===== config.mk =====
export PLATFORM = sky130hd
export DESIGN_NAME = nib_mult_seq_flat
export DESIGN_NICKNAME = d
export VERILOG_FILES = /design/src/rtl/nib_mult_pkg.sv /design/src/rtl/nib_mult_seq_if.sv /design/src/rtl/nib_step_ctr.sv /design/src/rtl/nib_mult_seq.sv /design/src/flat_wrapper.sv
export SDC_FILE = /design/constraint.sdc
export NUM_CORES = 1
export LEC_CHECK = 0
export CORE_MARGIN = 4
export CORE_UTILIZATION = 45
export DETAILED_ROUTE_END_ITERATION = 6
export GPL_TIMING_DRIVEN = 0
export PLACE_DENSITY = 0.82
export SYNTH_ARGS = -nofsm -noshare
export SYNTH_HDL_FRONTEND = slang
export SYNTH_SLANG_ARGS = --single-unit

===== constraint.sdc =====
create_clock -name clk -period 3.1 [get_ports clk]
set_clock_uncertainty 0.15 [all_clocks]
set_input_delay 0.465 -clock clk [delete_from_list [all_inputs] [get_ports clk]]
set_output_delay 0.465 -clock clk [all_outputs]
set_load 0.01 [all_outputs]

===== src/rtl/nib_mult_pkg.sv =====
// nib_mult_pkg: shared widths and state encoding for the nibble-serial multiplier.
package nib_mult_pkg;
    localparam int NIB_W   = 4;
    localparam int SHIFT_W = 3;
    localparam int ACC_W   = 32;
    typedef enum logic [1:0] {IDLE, RUN, DONE} state_t;
endpackage


===== src/rtl/nib_mult_seq_if.sv =====
// nib_mult_seq_if: operand/product handshake plus the nibble datapath return loop.
interface nib_mult_seq_if #(parameter int N_NIB = 2);
    import nib_mult_pkg::*;
    logic                     start;
    logic [NIB_W*N_NIB-1:0]   op_a;
    logic [NIB_W*N_NIB-1:0]   op_b;
    logic [NIB_W-1:0]         nib_a;
    logic [NIB_W-1:0]         nib_b;
    logic [SHIFT_W-1:0]       shift_cntrl;
    logic [ACC_W-1:0]         shift_in;
    logic                     busy;
    logic                     done;
    logic [ACC_W-1:0]         product;
    modport master(output start, op_a, op_b, shift_in,
                   input nib_a, nib_b, shift_cntrl, busy, done, product);
    modport slave(input start, op_a, op_b, shift_in,
                  output nib_a, nib_b, shift_cntrl, busy, done, product);
endinterface


===== src/rtl/nib_step_ctr.sv =====
// nib_step_ctr: nested nibble-index counter, i inner and j outer, with a last-step flag.
module nib_step_ctr #(parameter int N_NIB = 2) (
    input  logic       clk,
    input  logic       reset,
    input  logic       clear,
    input  logic       en,
    output logic [1:0] i,
    output logic [1:0] j,
    output logic       last
);
    localparam logic [1:0] MAX = 2'(N_NIB - 1);
    assign last = (i == MAX) && (j == MAX);
    always_ff @(posedge clk) begin
        if (reset || clear) begin
            i <= '0;
            j <= '0;
        end else if (en) begin
            i <= (i == MAX) ? '0 : i + 2'd1;
            j <= (i == MAX) ? ((j == MAX) ? '0 : j + 2'd1) : j;
        end
    end
endmodule


===== src/rtl/nib_mult_seq.sv =====
// nib_mult_seq: walks nibble pairs through an external 4x4 multiplier and shifter,
// accumulating the shifted partial products into the final product.
module nib_mult_seq
    import nib_mult_pkg::*;
#(
    parameter int N_NIB = 2
) (
    input logic           clk,
    input logic           reset,
    nib_mult_seq_if.slave bus
);
    localparam int OP_W = NIB_W * N_NIB;
    state_t          state, state_n;
    logic [OP_W-1:0] a, b;
    logic [ACC_W-1:0] acc;
    logic [1:0]      i, j;
    logic            last, run, accept;
    assign run    = state == RUN;
    assign accept = bus.start && !run;
    nib_step_ctr #(.N_NIB(N_NIB)) u_ctr (
        .clk(clk), .reset(reset), .clear(accept), .en(run), .i(i), .j(j), .last(last)
    );
    always_comb begin
        state_n         = IDLE;
        bus.nib_a       = '0;
        bus.nib_b       = '0;
        bus.shift_cntrl = '0;
        bus.busy        = run;
        bus.done        = state == DONE;
        bus.product     = acc;
        if (accept) state_n = RUN;
        else if (run) state_n = last ? DONE : RUN;
        if (run) begin
            bus.nib_a       = NIB_W'(a >> (NIB_W * i));
            bus.nib_b       = NIB_W'(b >> (NIB_W * j));
            bus.shift_cntrl = SHIFT_W'(i) + SHIFT_W'(j);
        end
    end
    // acc stays frozen outside RUN, so it doubles as the held product
    always_ff @(posedge clk) begin
        if (reset) begin
            state <= IDLE;
            a     <= '0;
            b     <= '0;
            acc   <= '0;
        end else begin
            state <= state_n;
            if (accept) begin
                a   <= bus.op_a;
                b   <= bus.op_b;
                acc <= '0;
            end else if (run) begin
                acc <= acc + bus.shift_in;
            end
        end
    end
endmodule


===== src/flat_wrapper.sv =====
// flat-port wrapper written by rule: the top's interface ports become plain ports
module nib_mult_seq_flat import nib_mult_pkg::*;
#(
    parameter int N_NIB = 2
)
  (clk, reset, bus_start, bus_op_a, bus_op_b, bus_shift_in, bus_nib_a, bus_nib_b, bus_shift_cntrl, bus_busy, bus_done, bus_product);
  nib_mult_seq_if #(.N_NIB(N_NIB)) bus_i ();
  input logic clk;
  input logic reset;
  input wire logic [$bits(bus_i.start)-1:0] bus_start;
  input wire logic [$bits(bus_i.op_a)-1:0] bus_op_a;
  input wire logic [$bits(bus_i.op_b)-1:0] bus_op_b;
  input wire logic [$bits(bus_i.shift_in)-1:0] bus_shift_in;
  output wire logic [$bits(bus_i.nib_a)-1:0] bus_nib_a;
  output wire logic [$bits(bus_i.nib_b)-1:0] bus_nib_b;
  output wire logic [$bits(bus_i.shift_cntrl)-1:0] bus_shift_cntrl;
  output wire logic [$bits(bus_i.busy)-1:0] bus_busy;
  output wire logic [$bits(bus_i.done)-1:0] bus_done;
  output wire logic [$bits(bus_i.product)-1:0] bus_product;
  assign bus_i.start = bus_start;
  assign bus_i.op_a = bus_op_a;
  assign bus_i.op_b = bus_op_b;
  assign bus_i.shift_in = bus_shift_in;
  assign bus_nib_a = bus_i.nib_a;
  assign bus_nib_b = bus_i.nib_b;
  assign bus_shift_cntrl = bus_i.shift_cntrl;
  assign bus_busy = bus_i.busy;
  assign bus_done = bus_i.done;
  assign bus_product = bus_i.product;
  nib_mult_seq #(.N_NIB(N_NIB)) u_core (.clk(clk), .reset(reset), .bus(bus_i));
endmodule

## Word-level counts from Yosys, hierarchy flattened

Cells that the tools add are included.

| cells by class | value |
|---|---|
| shift operators | 2 |
| multiplexer cells | 8 |
| reductions and logical operators | 7 |
| equality and inequality tests | 4 |
| bitwise gates (word level) | 1 |
| $add $sub $neg | 4 |

Operators with widths:

| kind | number |
|---|---|
| 32-bit adder | 1 |
| 8-bit by 4-bit right shift with 4-bit output | 2 |
| 4-bit two-way mux | 2 |
| 2-bit by 1-bit equality test with 1-bit output (second input constant) | 3 |
| 2-bit two-way mux | 3 |
| 2-bit by 1-bit adder with 2-bit output (second input constant) | 2 |
| 2-bit by 2-bit adder with 3-bit output | 1 |
| 3-bit two-way mux | 1 |
| 3-bit OR reduction | 1 |
| 2-bit equality test (second input constant) | 1 |
| 1-bit logical AND | 2 |
| 1-bit two-way mux | 2 |
| 2-bit AND reduction | 1 |
| 2-bit OR reduction | 1 |
| 1-bit logical NOT | 1 |
| 1-bit logical OR | 1 |
| 1-bit inverter | 1 |

| word-level totals | value |
|---|---|
| bits of input ports | 51 |
| output and inout port bits | 45 |
| register bits after elaboration | 54 |
| logic and storage cells | 33 |

## Longest topological paths before layout

| depth | value |
|---|---|
| word-level depth | 5 |
| gate-level depth with buffers | 11 |

## Hierarchy

From an unflattened synthesis, not the netlist that was laid out.

| unflattened totals | value |
|---|---|
| cells, all modules | 501 |
| area total of the unflattened synthesis | 3886.2 µm² |

Modules (own cells, without submodules):

| module | cells each | times used | area each (µm²) | sequential area each (µm²) |
|---|---|---|---|---|
| nib_mult_seq | 485 | 1 | 3716.1 | 1001.0 |
| nib_step_ctr | 16 | 1 | 170.2 | 80.1 |

## Worst setup path after synthesis

No wires, ideal clock.

| timing path | value |
|---|---|
| path type | input-to-reg |
| from | input port bus_shift_in[0] |
| to | register u_core.acc[28] (netlist: u_core.bus.product[28]) |
| cell stages on the path | 11 |
| path buffers | 0 |
| arrival time | 2.560 ns |
| path slack | 0.269 ns |
| required time | 2.829 ns |
| path through | ha_1 > fa_1 > a21oi_1 > o21ai_1 > a32oi_2 > a21oi_1 > a221oi_2 > o21ai_2 > a221oi_2 > xor2_1 > o21ai_1 |

| between the ends | value |
|---|---|
| cells in the longest elaborated chain, start to end | 1 |

RTL lines:

| item | line | RTL |
|---|---|---|
| start, declared | flat_wrapper.sv:13 | `input wire logic [$bits(bus_i.shift_in)-1:0] bus_shift_in;` |
| 32-bit adder | nib_mult_seq.sv:53 | `acc <= acc + bus.shift_in;` |
| end signal, assigned | nib_mult_seq.sv:53 |  |
| end, declared | nib_mult_seq.sv:15 | `logic [ACC_W-1:0] acc;` |

No other way between the ends.
A chain may end at the register's enable or synchronous reset.

## Worst setup path after layout

Same ends and word-level chain as after synthesis.

==> summary.txt <==
Timing
  • RSZ-0062 raised after global routing: true
  • Relative slew slack: 64.51%
  • Max frequency: 325.6 MHz
  • Period utilisation layout: roughly 99%
  • Slew Viols, Final: 0
  • Period minus WS final: between 3 and 4 ns
  • Worst setup margin: between 0.02 and 0.03 ns
  • Setup TNS: 0 ns
  • Final setup fails: 0
  • Hold Vio Cnt, Final: 0
  • Hold WS: 0.3272 ns
  • Worst-margin pin slew: 0.5323 ns

Setup path
  • Crit start category: primary input
  • Nature of the critical path endpoint: flop
  • R2r startpoint: u_core.bus.product[0]
  • R2R Path End: u_core.bus.product[28]
  • Critical path's slowest cell: clkdlybuf4s50_1
  • Max incr delay on CP: 0.43 ns
  • WP data arrival: 3.13 ns
  • WS Path Type: primary input to flop
  • Worst path cell trace: clkdlybuf4s50_1, ha_2, fa_2, a21oi_4, o21ai_2, a32oi_2, buf_4, a21oi_2, a221oi_2, o21ai_2, a221oi_2, xor2_1, o21ai_1
  • Crit path max fanout: 3
  • Buf/Inv on CP: 2
  • Worst-case reg-to-reg path depth: 12
  • Worst path top cell family by delay: compound AO/OA/AOI/OAI gates
  • R2R setup slack: 0.24 ns
  • Worst path depth: 13
  • Worst EP required: 3.16 ns
  • Worst setup path start: bus_shift_in[0]
  • Setup crit end: u_core.bus.product[28]

Synthesis
  • Syn_area_per_cell: between 8 and 9 sq um
  • Post-synthesis register bit count: 54
  • Ranking of synthesized cells by area: dfxtp_1 (30%), ha_1 (11%), a21oi_1 (6.6%)
  • Yosys top cell area share: 30.17%
  • Distinct cells, synth: 51
  • Syn_nets: 518
  • Synthesized area: 3583 sq um
  • Yosys warns: 0
  • Cells after synthesis: 433
  • Post-synthesis sequential area ratio: 30.17%
  • Cell taking the most area after synthesis: dfxtp_1

Floorplan
  • Initial Utilization: a little under half
  • Die height: 97.24 um
  • Cell Rows: 32
  • I/O pin count: 96
  • Die area: around 9500 sq um
  • Die Wd: 97.24 um
  • Core Area: 7727 sq um

Power and ir drop
  • PD cells: 357.4 nW/um^2
  • Switching share of power: 33.23%
  • P_int: 1.162 mW
  • Part of the power in combinational logic: 31.1%
  • Reg power frac: 43.8%
  • IR drop worst, VDD: ~0.18 mV
  • Leakage power total: 1.972 nW
  • Clock power share: 25.1%
  • NetSw: ~0.58 mW

CTS
  • Clk sinks: 54
  • Clk slew on worst S/H paths: between 0.1 and 0.15 ns
  • Clk root buf: clkbuf_8
  • Clk Latency, worst-skew pair: between 0.3 and 0.4 ns
  • H-Tree Depth: 2
  • CTS Buf Count: 5
  • CTS tree: built
  • Maximum root-to-sink buffer count: 2

Run
  • Max_cap viols: 0

Detailed routing
  • DRC Markers: 0
  • Avg WL per Cell: 15.16 um
  • Drt total wl: approximately 9.8 mm
  • Iteration-0 DRC Markers: 163
  • Pre-antenna DRT Iters: 4
  • Via count: 3555
  • Routed Antenna Nets: 0
  • Avg Vias per Cell: 5.520

Final layout
  • Design area: 4868 sq um
  • Post-layout util: between 60% and 70%
  • Commonest non-fill, non-tap cells in the layout: clkdlybuf4s50_1 (95), nand2_1 (62), dfxtp_1 (54), a21oi_1 (45), ha_1 (31)
  • Share of layout cells above drive strength 1: 7.565%
  • Area growth syn-to-layout: 35.86%
  • Antenna cells: 0
  • Final #Nets: 626
  • Most common cell after layout, fill and taps aside: clkdlybuf4s50_1
  • # fillers: ~650

GRT
  • Global-route wire length before repair: 16.61 mm
  • Vias in the first global route: about 3600
  • GR Overflow Total: 0
  • Largest net degree at the start of global routing: 20
  • Antenna violations before repair: 0
  • Total GRT Usage: 20.64%

Place
  • Detailed Place HPWL: 7.360 mm
  • I/O Buffers: 95
  • Dpl ws: -0.4765 ns
  • Final GP Congestion: 0.8894
  • Post-placement cell area: between 4000 and 5000 sq um

Hold path
  • Hold Crit Class: flop to flop

Run status
  • Status: finished, final reports clean
logic make-up after synthesis:
kind of cell | Yosys count | synth area share, %
buf+inv | 35 | 3.771
fa+ha+maj | 34 | 12.29
simple gates | 132 | 17.11
compound gates | 138 | 26.50
mux | 10 | 2.828
xor+xnor | 30 | 7.332
flops | 54 | 30.17
worst reg2reg max path, cell delays in order, from the launching register on:
cell and delay [ns]:
dfxtp_1 0.36, ha_2 0.21, fa_2 0.38, a21oi_4 0.15, o21ai_2 0.08, a32oi_2 0.16, buf_4 0.17, a21oi_2 0.09
a221oi_2 0.38, o21ai_2 0.13, a221oi_2 0.27, xor2_1 0.16, o21ai_1 0.06
cell usage after synthesis, drive strengths merged:
cell and count:
nand2 62, dfxtp 54, a21oi 49, ha 32, clkbuf 23, o21ai 23, xnor2 19, nor2 17
a21o 16, a22o 16, xor2 11, nand3 10, nor3 10, mux2i 9, inv 8, a211oi 7
and3 7, nand4 7, a31oi 6, and2 4, buf 4, nand2b 4, nor2b 4, o21bai 4
o211ai 3, a221oi 2, a311oi 2, and4 2, fa 2, o2111ai 2, a2111oi 1, a21boi 1
a32oi 1, and3b 1, mux2 1, nand3b 1, o221ai 1, o22a 1, o22ai 1, o31ai 1
o41ai 1, or2 1, or3 1, or4 1
worst min path at each step:
stage                     cells past startpoint                endpoint  slack (ns)                   start
after floorplan                               1             u_core.a[0]        0.30             u_core.a[0]
after global placement                        2  u_core.bus.product[20]        0.31  u_core.bus.product[20]
after detailed placement                      2  u_core.bus.product[31]        0.31  u_core.bus.product[31]
after CTS                                     2  u_core.bus.product[13]        0.33  u_core.bus.product[13]
after global routing                          2  u_core.bus.product[28]        0.35  u_core.bus.product[28]
final                                         2  u_core.bus.product[31]        0.33  u_core.bus.product[31]
stage by stage:
step                total power [mW]  cells
floorplan                      1.099    433
finish                         1.740    644
global placement               1.287    630
global route                   1.846    644
CTS                            1.741    641
detailed placement             1.299    630
flip-flops by register name (all words and copies together) (netlist names):
register / flops
u_core.a: 8
u_core.b: 8
u_core.bus.product: 32
u_core.state: 2
u_core.u_ctr.i: 2
u_core.u_ctr.j: 2
layout make-up:
cell class              instances  area, sq um  share of cell area [%]
multi-input cells             344         2426                   49.83
clock buffers                   5        68.82                   1.414
plain buffers                  26        102.6                   2.107
flip-flops and latches         54         1081                   22.21
inverters                       8        30.03                  0.6168
well taps                     102        127.6                   2.621
clock inverters                 3        28.78                  0.5911
repair buffers                102         1003                   20.61
what timing repair did:
action | 4_1_cts | 5_1_grt
setup buffers | 4 | 3
pin swaps | 5 | 7
cloned | 0 | 0
setup endpoints to repair | 6 | 9
hold buffers | 0 | 0
resized for setup | 7 | 6
hold endpoints to repair | 0 | 0
power groups by stage:
stage / combinational (mW) / sequential, mW / clock [mW]
final: 0.541 / 0.763 / 0.436
after global routing: 0.599 / 0.768 / 0.478
after CTS: 0.531 / 0.763 / 0.447
after detailed placement: 0.521 / 0.778 / 0
after global placement: 0.511 / 0.776 / 0
after floorplan: 0.316 / 0.782 / 0
routing by layer:
layer | track usage [%] | wire [um] | vias up
li1 | - | - | 1783
met1 | 26.82 | 4419 | 1639
met2 | 35.40 | 4664 | 114
met3 | 3.302 | 507 | 19
met4 | 5.857 | 168 | 0
met5 | 0 | 0 | -
Power figures use the tool's default switching activity.
